### src/rtl/control_sequencer.sv
// control_sequencer: hardwired T-step control unit for the single-bus datapath
module control_sequencer (
  input  logic        clk,
  input  logic        reset,
  input  logic [31:0] ir,
  input  logic        con_ff,
  input  logic        mem_ready,
  output logic        PCout,
  output logic        Zlowout,
  output logic        MDRout,
  output logic        Cout,
  output logic        PCin,
  output logic        IRin,
  output logic        MARin,
  output logic        MDRin,
  output logic        Yin,
  output logic        Zin,
  output logic        CONin,
  output logic        IncPC,
  output logic        Read,
  output logic        Write,
  output logic        Gra,
  output logic        Grb,
  output logic        Grc,
  output logic        Rin,
  output logic        Rout,
  output logic        BAout,
  output logic [4:0]  alu_op,
  output logic        run,
  output logic [3:0]  step
);
  typedef enum logic [3:0] {
    T0 = 4'd0, T1 = 4'd1, T2 = 4'd2, T3 = 4'd3,
    T4 = 4'd4, T5 = 4'd5, T6 = 4'd6, T7 = 4'd7, HALT = 4'd15
  } state_t;
  state_t state, nxt;
  logic [4:0] op;
  logic is_alu, is_imm, is_ldi, is_ld, is_st, is_br, is_jr, is_halt;
  logic rb, ba, long_op;
  logic unused_ir;
  assign op        = ir[31:27];
  assign unused_ir = ^ir[26:0];
  assign is_alu  = op inside {5'b00011, 5'b00100, 5'b00101, 5'b00110};
  assign is_imm  = op inside {5'b01100, 5'b01101, 5'b01110};
  assign is_ldi  = op == 5'b00001;
  assign is_ld   = op == 5'b00000;
  assign is_st   = op == 5'b00010;
  assign is_br   = op == 5'b10010;
  assign is_jr   = op == 5'b10011;
  assign is_halt = op == 5'b11011;
  // rb: operand from Rb; ba: base-address path shared by ldi/ld/st
  assign rb      = is_alu | is_imm;
  assign ba      = is_ldi | is_ld | is_st;
  assign long_op = rb | ba | is_br | is_jr;
  assign step    = state;
  assign run     = state != HALT;
  always_ff @(posedge clk)
    state <= reset ? T0 : nxt;
  always_comb begin
    nxt = state;
    case (state)
      T0:      nxt = T1;
      T1:      nxt = mem_ready ? T2 : T1;
      T2:      nxt = is_halt ? HALT : long_op ? T3 : T0;
      T3:      nxt = is_jr ? T0 : T4;
      T4:      nxt = T5;
      T5:      nxt = (is_ld | is_st | is_br) ? T6 : T0;
      T6:      nxt = is_ld ? (mem_ready ? T7 : T6) : is_st ? T7 : T0;
      T7:      nxt = (is_st && !mem_ready) ? T7 : T0;
      default: nxt = HALT;
    endcase
  end
  always_comb begin
    PCout = 1'b0; Zlowout = 1'b0; MDRout = 1'b0; Cout = 1'b0;
    PCin = 1'b0; IRin = 1'b0; MARin = 1'b0; MDRin = 1'b0;
    Yin = 1'b0; Zin = 1'b0; CONin = 1'b0; IncPC = 1'b0;
    Read = 1'b0; Write = 1'b0;
    Gra = 1'b0; Grb = 1'b0; Grc = 1'b0; Rin = 1'b0; Rout = 1'b0; BAout = 1'b0;
    alu_op = 5'b00000;
    if (!reset)
      case (state)
        T0: begin
          PCout = 1'b1; MARin = 1'b1; IncPC = 1'b1; Zin = 1'b1;
        end
        T1: begin
          Zlowout = 1'b1; PCin = 1'b1; Read = 1'b1; MDRin = 1'b1;
        end
        T2: begin
          MDRout = 1'b1; IRin = 1'b1;
        end
        T3: begin
          Grb   = rb | ba;
          Yin   = rb | ba;
          BAout = ba;
          Gra   = is_br | is_jr;
          Rout  = rb | is_br | is_jr;
          CONin = is_br;
          PCin  = is_jr;
        end
        T4: begin
          Grc    = is_alu;
          Rout   = is_alu;
          Cout   = is_imm | ba;
          Zin    = rb | ba;
          alu_op = rb ? op : ba ? 5'b00011 : 5'b00000;
          PCout  = is_br;
          Yin    = is_br;
        end
        T5: begin
          Zlowout = rb | ba;
          Gra     = rb | is_ldi;
          Rin     = rb | is_ldi;
          MARin   = is_ld | is_st;
          Cout    = is_br;
          Zin     = is_br;
          alu_op  = is_br ? 5'b00011 : 5'b00000;
        end
        T6: begin
          Read    = is_ld;
          MDRin   = is_ld | is_st;
          Gra     = is_st;
          Rout    = is_st;
          Zlowout = is_br;
          PCin    = is_br & con_ff;
        end
        T7: begin
          MDRout = is_ld;
          Gra    = is_ld;
          Rin    = is_ld;
          Write  = is_st;
        end
        default: ;
      endcase
  end
endmodule
### config.mk
export PLATFORM = sky130hd
export DESIGN_NAME = control_sequencer
export DESIGN_NICKNAME = d
export VERILOG_FILES = /design/src/rtl/control_sequencer.sv
export SDC_FILE = /design/constraint.sdc
export NUM_CORES = 1
export LEC_CHECK = 0
export BUFFER_PORTS_ARGS = -buffer_cell sky130_fd_sc_hd__buf_2
export CORE_MARGIN = 2
export CORE_UTILIZATION = 29
export DETAILED_ROUTE_END_ITERATION = 10
export PLACE_DENSITY = 0.69
export SLEW_MARGIN = 0
export SYNTH_ARGS = -nofsm -noshare
export SYNTH_HDL_FRONTEND = slang
export SYNTH_SLANG_ARGS = --single-unit
export TNS_END_PERCENT = 50
### constraint.sdc
create_clock -name clk -period 1.6 [get_ports clk]
set_clock_uncertainty 0.05 [all_clocks]
set_input_delay 0.08 -clock clk [delete_from_list [all_inputs] [get_ports clk]]
set_output_delay 0.08 -clock clk [all_outputs]
set_load 0.02 [all_outputs]
== Word-level counts from Yosys, hierarchy flattened ==
Index checks and enable logic that the tools add are counted.

* Register bits: 4
* Output and inout bits: 30

* Eq/ne operators: 20
* Muxes and demuxes: 55
* Bitwise operators: 14
* Reductions and logical operators: 6

{| class="wikitable"
|+ Operator list
! kind !! number
|-
| $pmux 4 s8 || 1
|-
| $mux 1 || 28
|-
| $eq 4x3->1 const B || 4
|-
| $pmux 1 s2 || 8
|-
| $eq 5x3->1 const B || 3
|-
| $eq 5x4->1 const B || 3
|-
| $eq 5x5->1 const B || 3
|-
| $mux 3 || 5
|-
| $or 1x1->1 || 13
|-
| $pmux 1 s3 || 4
|-
| $eq 5x2->1 const B || 2
|-
| $mux 5 || 2
|-
| $pmux 5 s2 || 1
|-
| $eq 4x2->1 const B || 2
|-
| $mux 2 || 4
|-
| $eq 5x1->1 const B || 1
|-
| $logic_not 5->1 || 1
|-
| $eq 4x1->1 const B || 1
|-
| $logic_not 4->1 || 1
|-
| $mux 4 || 1
|-
| $ne 4x4->1 const B || 1
|-
| $pmux 1 s4 || 1
|-
| $reduce_bool 4->1 || 1
|-
| $reduce_bool 3->1 || 1
|-
| 3 further kinds || 3
|}

== Depth between registers and ports, before layout ==
Gate-level depths: netlist of the first run.

* Word-level depth: 9
* Mapped depth: 6

== Least setup slack after synthesis of the first run ==
Ideal clock, no wire load.

* Path type: register -> output
* Start point: register state[2], in the netlist step[2]
* End point: output port Grc
* Arrival time: 2,078 ps
* Data required time: 1,470 ps
* Setup slack: -608 ps
* Stages on the path, launching flop included: 5
* Cell sequence: dfxtp_1 -> buf_6 -> or4b_4 -> or2_2 -> nor4_1

* Word-level cells in the longest chain between the ends: 3

{| class="wikitable"
|+ RTL lines
! item !! RTL line !! text
|-
| start: declaration || 36 || <nowiki>state_t state, nxt;</nowiki>
|-
| start signal: assignment || 58 || <nowiki>state <= reset ? T0 : nxt;</nowiki>
|-
| $eq 4x3->1 || 81 || <nowiki>case (state)</nowiki>
|-
| $mux 1 || 81 ||
|-
| $mux 1 || 80 || <nowiki>if (!reset)</nowiki>
|-
| end: declaration || 24 || <nowiki>output logic Grc,</nowiki>
|}

Every way passes these cells.

== Worst setup path after layout of the first run ==
* Start point: register state[0], in the netlist step[0]
* End point: output port PCout

* Word-level cells in the longest chain between the ends: 3

{| class="wikitable"
|+ RTL lines
! item !! RTL line !! text
|-
| $eq 4x3->1 / $logic_not 4->1 (equally long branches) || 81 ||
|-
| $pmux 1 s2 * || 81 ||
|-
| $mux 1 * || 80 ||
|-
| end: declaration || 8 || <nowiki>output logic PCout,</nowiki>
|}

Every way passes the cells marked *; elsewhere a longest branch is shown, timed or not.

==> impl_metrics.tcl, run 1 <==
set metrics [dict create \
    outcome "finished, violations left" \
    violations "setup timing" \
    crit_fanout 5 \
    dr.pass1.iters 4 \
    peakVddDrop_mv 0.327 \
    cp_data_required_time_ns 1.47 \
    clock_tree.root_cell "clkbuf_4" \
    clkTransAtPathRegs_ns 0.04 \
    synthSimpleGateAreaFrac 0.505 \
    place_congestion 0.887 \
    cts_buffer_depth 2 \
    use_met1 0.261 \
    synth_xor_area_frac 0.0103 \
    drc 0 \
    hold_start "mem_ready" \
    syn_inst 132 \
    grt_max_degree 14 \
    period_share 1.24 \
    crit_type "flip-flop to output port" \
    finalSetupViolCount 20 \
    worstPathArrival_ns 1.85 \
    power.leakage_nw 0.708 \
    yosys_warnings 0 \
    cts_buffers 3 \
    drt_iter0_markers 53 \
    syn_to_final_growth_pct 92.3 \
    yosys-mux-area-fraction 0.0133 \
    endpoint_kind "output port" \
    yosysTopAreaCell "dfxtp_1" \
    dieArea_um2 3370 \
    synthTopCellsByArea "dfxtp_1, nor2_1, nand2_1" \
    fillCellCount 241 \
    synth_top_area_frac 0.0945 \
    cts_tree "yes" \
    top_usage_layer "met2" \
    synth_fa_ha_area_frac 0.0118 \
    final_cell_mix "buf_4, buf_2, nor2_1, buf_6, nand2_1" \
    p_seq_frac 0.179 \
    totalWireLength_um 3560 \
    maxCapViolations 0 \
    report.final.slew_viol_count 0 \
    synthFlopType "dfxtp_1" \
    synth_area_um2 847 \
    synth_compound_area_frac 0.260 \
    antenna_found_initial 0 \
    grt_pass1_wl_um 5550 \
    final_cells 227 \
    die_w_um 58.0 \
    io_pins 66 \
    largest_reg_flops 4 \
    rsz0062_at_grt "yes" \
    overflow 0 \
    p_per_area_nw_per_um2 375 \
    clkLatencyLatePin_ns 0.24 \
    cp-start-kind "flip-flop" \
    use_met2 0.380 \
    grt_pass1_vias 1191 \
    hold_path.class "input port to flip-flop" \
    avgViaCountPerCell 5.62 \
    vias 1276 \
    initial_utilization 0.307 \
    grtUsageMet3 0.00670 \
    synth-edff-count 0 \
    dp_cells 218 \
    io_buffers 37 \
    period_needed_ns 1.98 \
    diodes 0 \
    synth-seq-cells 4 \
    syn_nets 168 \
    p_switching_w 0.000251 \
    async_flop_share 0 \
    ant_nets 0 \
    routedWlPerCell_um 15.7 \
    r2r-start "step[0]" \
    h-tree-depth 1 \
    core_area_um2 2760 \
    switching_share 0.412 \
    pwr-share-comb 0.586 \
    grt_use_total 0.207 \
    holdWs_ns 0.0817 \
    die_h_um 58.0 \
    drive_gt1_frac 0.571 \
    fin_ws_ns -0.378 \
    cp-startpoint "step[0]" \
    clock-sinks 4 \
    postSynthAreaPerCell_um2 6.42 \
    final_nets 233 \
    rows 19 \
    internal_power_w 0.000359 \
    max_freq_ghz 0.506 \
    synth_top_family_by_area "simple AND/OR/NAND/NOR gates" \
    ys_types 46 \
    final_common_cell "buf_4" \
    dpl.hpwl_um 2560 \
    seq_area_frac_synth 0.0945 \
    finalHoldViolCount 0 \
    clkPwrFrac 0.235 \
]
-- cell usage after synthesis (all sizes together), types with 2 or more instances --
cell and count:
and2 2, nor3b 2, nor4 6, a31oi 6, o21bai 2, a221oi 2, nand3b 4, nor2 14
buf 4, inv 5, a21oi 8, o21ai 5, and3 4, dfxtp 4, nor4bb 2, nor2b 3
nor3 7, or3 2, a22o 2, nand2 11, nand2b 2, nand3 4, clkbuf 10, o211ai 2
-- layout make-up --
class / count / area [um^2] / share of cell area
Multi-Input combinational cell: 109 / 881 / 0.541
Inverter: 5 / 18.8 / 0.0115
Tap cell: 31 / 38.8 / 0.0238
Sequential cell: 4 / 87.6 / 0.0538
Timing Repair Buffer: 74 / 577 / 0.354
Clock buffer: 4 / 26.3 / 0.0161
-- per-layer routing --
metal,wire length [um],part of all wire,up-vias
met5,0,0,-
met4,44,0.012,0
met3,174,0.049,6
met2,1890,0.53,46
met1,1450,0.41,604
li1,-,-,620
-- worst paths after layout --
kind | to | slack, ns | cells past startpoint
worst max-delay path | PCout | -0.38 | 5
worst min-delay path | step[1] | 0.08 | 3
worst max register to register | step[1] | 0.02 | 6
worst min register to register | step[3] | 0.60 | 3
-- per-stage QoR --
step	worst slack (ns)	util	power, W	TNS [ns]	instance area (um^2)
2_1_floorplan	-0.172	-	0.000291	-1.35	945
3_3_place_gp	-0.139	0.486	0.000403	-0.980	1340
3_5_place_dp	-0.170	0.486	0.000410	-1.30	1340
4_1_cts	-0.376	0.563	0.000592	-4.47	1550
5_1_grt	-0.426	0.591	0.000646	-6.08	1630
6_report	-0.378	0.591	0.000610	-4.71	1630
-- power groups by stage --
stage          Combinational [W]  Clock (W)  Sequential (W)
3_5_place_dp            0.000300          0        0.000110
6_report                0.000358   0.000143        0.000109
2_1_floorplan           0.000170          0        0.000121
4_1_cts                 0.000340   0.000144        0.000109
5_1_grt                 0.000384   0.000152        0.000110
3_3_place_gp            0.000294          0        0.000110
-- repair_timing --
action                     4_1_cts  5_1_grt
gates resized for setup         42       15
buffers inserted                 4        1
pin swaps                       10        4
hold buffers                     0        0
setup endpoints to repair       25       26
-- critical path, stage by stage, from the launching register on --
cell and delay (ns):
dfxtp_2 0.31, or4b_4 0.57, or2_4 0.30, buf_4 0.15, o21ai_2 0.14, buf_6 0.14
-- kinds of logic after synthesis --
logic type                 count (synthesis)
AOI/OAI and AO/OA                         33
muxes                                      1
buffers and inverters                     19
and+or+nand+nor                           72
DFF                                        4
xor gates and xnor gates                   1
adders and majority gates                  1
other                                      1
No activity file was read; power rests on OpenSTA's default activity.
==> inputs of run 2 (changes only) <==
--- a/config.mk
+++ b/config.mk
@@ -6,10 +6,11 @@
 export NUM_CORES = 1
 export LEC_CHECK = 0
 export BUFFER_PORTS_ARGS = -buffer_cell sky130_fd_sc_hd__buf_2
+export CORE_ASPECT_RATIO = 0.75
 export CORE_MARGIN = 2
-export CORE_UTILIZATION = 29
+export CORE_UTILIZATION = 36
 export DETAILED_ROUTE_END_ITERATION = 10
-export PLACE_DENSITY = 0.69
+export PLACE_DENSITY = 0.82
 export SLEW_MARGIN = 0
 export SYNTH_ARGS = -nofsm -noshare
 export SYNTH_HDL_FRONTEND = slang
==> impl_metrics.tcl, run 2 (synthesis results as in run 1) <==
set metrics [dict create \
    rsz0062_at_grt "yes" \
    hold_buffers 0 \
    fin_ws_ns -0.446 \
    dr.pass1.iters 5 \
    hold_depth 3 \
    final_nets 232 \
    grt_use_total 0.258 \
    die_w_um 60.0 \
    place_congestion 0.917 \
    use_met1 0.339 \
    top_usage_layer "met2" \
    worstMarginPinSlew_ns 0.549 \
    grt_pass1_wl_um 5310 \
    grt_max_degree 16 \
    total_power_w 0.000632 \
    reg2reg_depth 8 \
    crit_type "flip-flop to output port" \
    slew-limit-headroom 0.634 \
    crit_fanout 4 \
    die_h_um 46.0 \
    max_freq_ghz 0.489 \
    final_area_um2 1670 \
    cts_tree "yes" \
    cts_buffer_depth 2 \
    drt_iter0_markers 159 \
    hold_path.class "input port to flip-flop" \
    r2r_slack_ns -0.05 \
    io_pins 66 \
    cp-start-kind "flip-flop" \
    routedWlPerCell_um 18.3 \
    syn_to_final_growth_pct 96.8 \
    p_per_area_nw_per_um2 379 \
    h-tree-depth 1 \
    clock-sinks 4 \
    outcome "finished, violations left" \
    finalHoldViolCount 0 \
    cp_data_required_time_ns 1.47 \
    clkLatencyLatePin_ns 0.24 \
    hold_path_end "step[1]" \
    power.leakage_nw 0.705 \
    io_buffers 37 \
    worstPathArrival_ns 1.92 \
    totalWireLength_um 4190 \
    placed_area_um2 1340 \
    use_met2 0.450 \
    dpl.hpwl_um 2650 \
    dp_slack_ns -0.261 \
    maxCapViolations 0 \
    r2r-start "step[1]" \
    drc 0 \
    final_cell_mix "buf_4, buf_2, nor2_1, buf_6, nand2_1" \
    clkTransAtPathRegs_ns 0.04 \
    vias 1407 \
    initial_utilization 0.373 \
    finalSetupViolCount 24 \
    drive_gt1_frac 0.585 \
    violations "setup timing" \
    period_needed_ns 2.05 \
    dieArea_um2 2760 \
    grtUsageMet3 0.00568 \
    peakVddDrop_mv 0.180 \
    hold_start "mem_ready" \
    cp-startpoint "step[1]" \
    antenna_found_initial 0 \
    clock_tree.root_cell "clkbuf_4" \
    overflow 0 \
    period_share 1.28 \
    largest_reg_flops 4 \
    rows 15 \
    avgViaCountPerCell 6.14 \
    ant_nets 0 \
    diodes 0 \
    endpoint_kind "output port" \
    cts_buffers 3 \
    report.final.slew_viol_count 0 \
    r2r_end "step[1]" \
    final_common_cell "buf_4" \
    core_area_um2 2270 \
    grt_pass1_vias 1144 \
]
## run 2: metal layers
| layer | up-vias | wire length (um) |
|---|---|---|
| met5 | - | 0 |
| met2 | 96 | 2060 |
| met1 | 679 | 1670 |
| met4 | 0 | 114 |
| met3 | 16 | 349 |
| li1 | 616 | - |
## run 2: worst max path at each step
stage	cells past startpoint	slack (ns)	to
5_1_grt	5	-0.51	alu_op[1]
4_1_cts	4	-0.39	Rout
3_5_place_dp	6	-0.26	Rout
2_1_floorplan	4	-0.17	alu_op[3]
3_3_place_gp	6	-0.17	Rout
6_report	5	-0.45	alu_op[0]
## run 2: timing repair
action | 4_1_cts | 5_1_grt
buffers inserted | 1 | 6
endpoints found under the setup margin | 24 | 25
resized for setup | 30 | 30
endpoints found under the hold margin | 0 | 0
pin swaps | 6 | 9
## run 2: worst max-delay path: stages (launching register included)
cell,delay (ns)
dfxtp_2,0.32
or4b_4,0.58
nor4_4,0.23
o211ai_1,0.23
a21oi_2,0.17
buf_4,0.15
## run 2: per-stage QoR
step                setup TNS (ns)   util  cells  hold WS (ns)
floorplan                    -1.35      -    132         0.184
finish                       -5.69  0.734    229         0.130
CTS                          -4.74  0.653    223        0.0983
global route                 -6.71  0.734    229         0.142
detailed placement           -1.74  0.588    218         0.346
global placement             -1.01  0.588    218         0.337
## run 2: final cells by class
type | count | area (um^2)
Clock buffer | 4 | 26.3
Fill cell | 160 | 604
Inverter | 5 | 18.8
Multi-Input combinational cell | 109 | 917
Sequential cell | 4 | 87.6
Tap cell | 34 | 42.5
Timing Repair Buffer | 73 | 574
## run 2: power breakdown
group          switching [W]  internal (W)  leakage, nW
clock              0.0000452     0.0000938       0.0150
combinational       0.000216      0.000168        0.656
sequential        0.00000412      0.000105       0.0346
total               0.000265      0.000367        0.705
==> inputs of run 3 (changes only) <==
--- a/config.mk
+++ b/config.mk
@@ -6,11 +6,13 @@
 export NUM_CORES = 1
 export LEC_CHECK = 0
 export BUFFER_PORTS_ARGS = -buffer_cell sky130_fd_sc_hd__buf_2
+export CELL_PAD_IN_SITES_DETAIL_PLACEMENT = 0
+export CELL_PAD_IN_SITES_GLOBAL_PLACEMENT = 1
 export CORE_ASPECT_RATIO = 0.75
 export CORE_MARGIN = 2
-export CORE_UTILIZATION = 36
+export CORE_UTILIZATION = 22
 export DETAILED_ROUTE_END_ITERATION = 10
-export PLACE_DENSITY = 0.82
+export PLACE_DENSITY = 0.8
 export SLEW_MARGIN = 0
 export SYNTH_ARGS = -nofsm -noshare
 export SYNTH_HDL_FRONTEND = slang
==> impl_metrics.tcl, run 3 (synthesis results as in run 1) <==
set metrics [dict create \
    outcome "finished, violations left" \
    violations "setup timing" \
    cts_buffer_depth 2 \
    maxCapViolations 0 \
    routedWlPerCell_um 15.5 \
    holdWs_ns 0.131 \
    hold_buffers 0 \
    clkTransAtPathRegs_ns 0.03 \
    io_pins 66 \
    report.final.slew_viol_count 0 \
    crit_chain "or4b_4, or4_4, a31oi_4, buf_6" \
    period_share 1.23 \
    final_area_um2 1730 \
    totalWireLength_um 3880 \
    fin_ws_ns -0.374 \
    r2r-start "step[1]" \
    die_w_um 75.7 \
    avgViaCountPerCell 5.25 \
    clkLatencyLatePin_ns 0.21 \
    drive_gt1_frac 0.583 \
    place_congestion 0.807 \
    rows 19 \
    critPathSlowestCell "or4b_4" \
    core_area_um2 3680 \
    rsz0062_at_grt "yes" \
    final_nets 236 \
    clock-sinks 4 \
    die_h_um 57.7 \
    placed_area_um2 1370 \
    peakVddDrop_mv 0.176 \
    crit_fanout 6 \
    clock_tree.root_cell "clkbuf_8" \
    syn_to_final_growth_pct 104 \
    final_common_cell "buf_4" \
    overflow 0 \
    fillCellCount 380 \
    antenna_found_initial 0 \
    p_per_area_nw_per_um2 404 \
    cp-start-kind "flip-flop" \
    hold_path.class "input port to flip-flop" \
    dieArea_um2 4370 \
    grt_pass1_wl_um 5640 \
    dp_slack_ns -0.209 \
    reg2reg_depth 6 \
    final_cell_mix "buf_4, buf_2, buf_6, nor2_1, nand2_1" \
    r2r_slack_ns 0.06 \
    cp_data_required_time_ns 1.47 \
    max_freq_ghz 0.507 \
    grt_max_degree 16 \
    hold_depth 3 \
    endpoint_kind "output port" \
    worstPathArrival_ns 1.84 \
    crit_type "flip-flop to output port" \
    hold_path_end "step[1]" \
    finalSetupViolCount 19 \
    hold_start "mem_ready" \
    grt_use_total 0.163 \
    cts_buffers 3 \
    dpl.hpwl_um 2720 \
    io_buffers 37 \
    ant_nets 0 \
    diodes 0 \
    finalHoldViolCount 0 \
    h-tree-depth 1 \
    dr.pass1.iters 4 \
    vias 1317 \
    largest_reg_flops 4 \
    drt_iter0_markers 137 \
    drc 0 \
    power.leakage_nw 0.736 \
    slowest_delay_ns 0.52 \
    grt_pass1_vias 1189 \
    cts_tree "yes" \
    r2r_end "step[1]" \
    initial_utilization 0.230 \
    period_needed_ns 1.97 \
]
[run 3: area by class of cell]
cell class                      instances  area [um^2]  area share
Clock buffer                            4         45.0      0.0260
Inverter                                5         18.8      0.0108
Multi-Input combinational cell        109          911       0.526
Sequential cell                         4         90.1      0.0520
Tap cell                               52         65.1      0.0376
Timing Repair Buffer                   77          602       0.348
[run 3: worst max path at each step]
stage                       start        end  cells after the start
after floorplan           step[2]  alu_op[3]                      4
after global placement    step[1]  alu_op[1]                      5
after detailed placement  step[2]  alu_op[1]                      5
after CTS                 step[1]  alu_op[1]                      5
after global routing      step[1]        Zin                      6
final                     step[2]       Rout                      4
[run 3: power breakdown]
part	switching (W)	internal, W
registers	0.00000471	0.000104
clock network	0.0000504	0.000170
logic	0.000206	0.000166
[run 3: per-layer routing]
layer  GRT usage  vias up  routed length [um]
li1            -      624                   -
met2       0.248       59                1870
met1       0.247      628                1720
met4      0.0476        0                  60
met3     0.00522        6                 236
met5           0        -                   0
[run 3: worst max-delay path: cells and delay by family (launching register included)]
family	cells	cell delay [ns]
and+or+nand+nor	2	0.97
DFF	1	0.37
AOI/OAI and AO/OA	1	0.15
buffers and inverters	1	0.14
[run 3: per-stage QoR]
stage | total power, W | std cells | utilization | TNS, ns
3_3_place_gp | 0.000413 | 238 | 0.372 | -1.06
6_report | 0.000700 | 251 | 0.470 | -4.51
5_1_grt | 0.000743 | 251 | 0.470 | -5.88
3_5_place_dp | 0.000415 | 238 | 0.372 | -1.32
4_1_cts | 0.000667 | 245 | 0.423 | -4.32
2_1_floorplan | 0.000291 | 132 | - | -1.35
[run 3: what timing repair did]
item,CTS,global route
buffers inserted,3,6
resized for setup,33,25
endpoints found under the setup margin,20,21
pin swaps,7,11
hold endpoints to repair,0,0
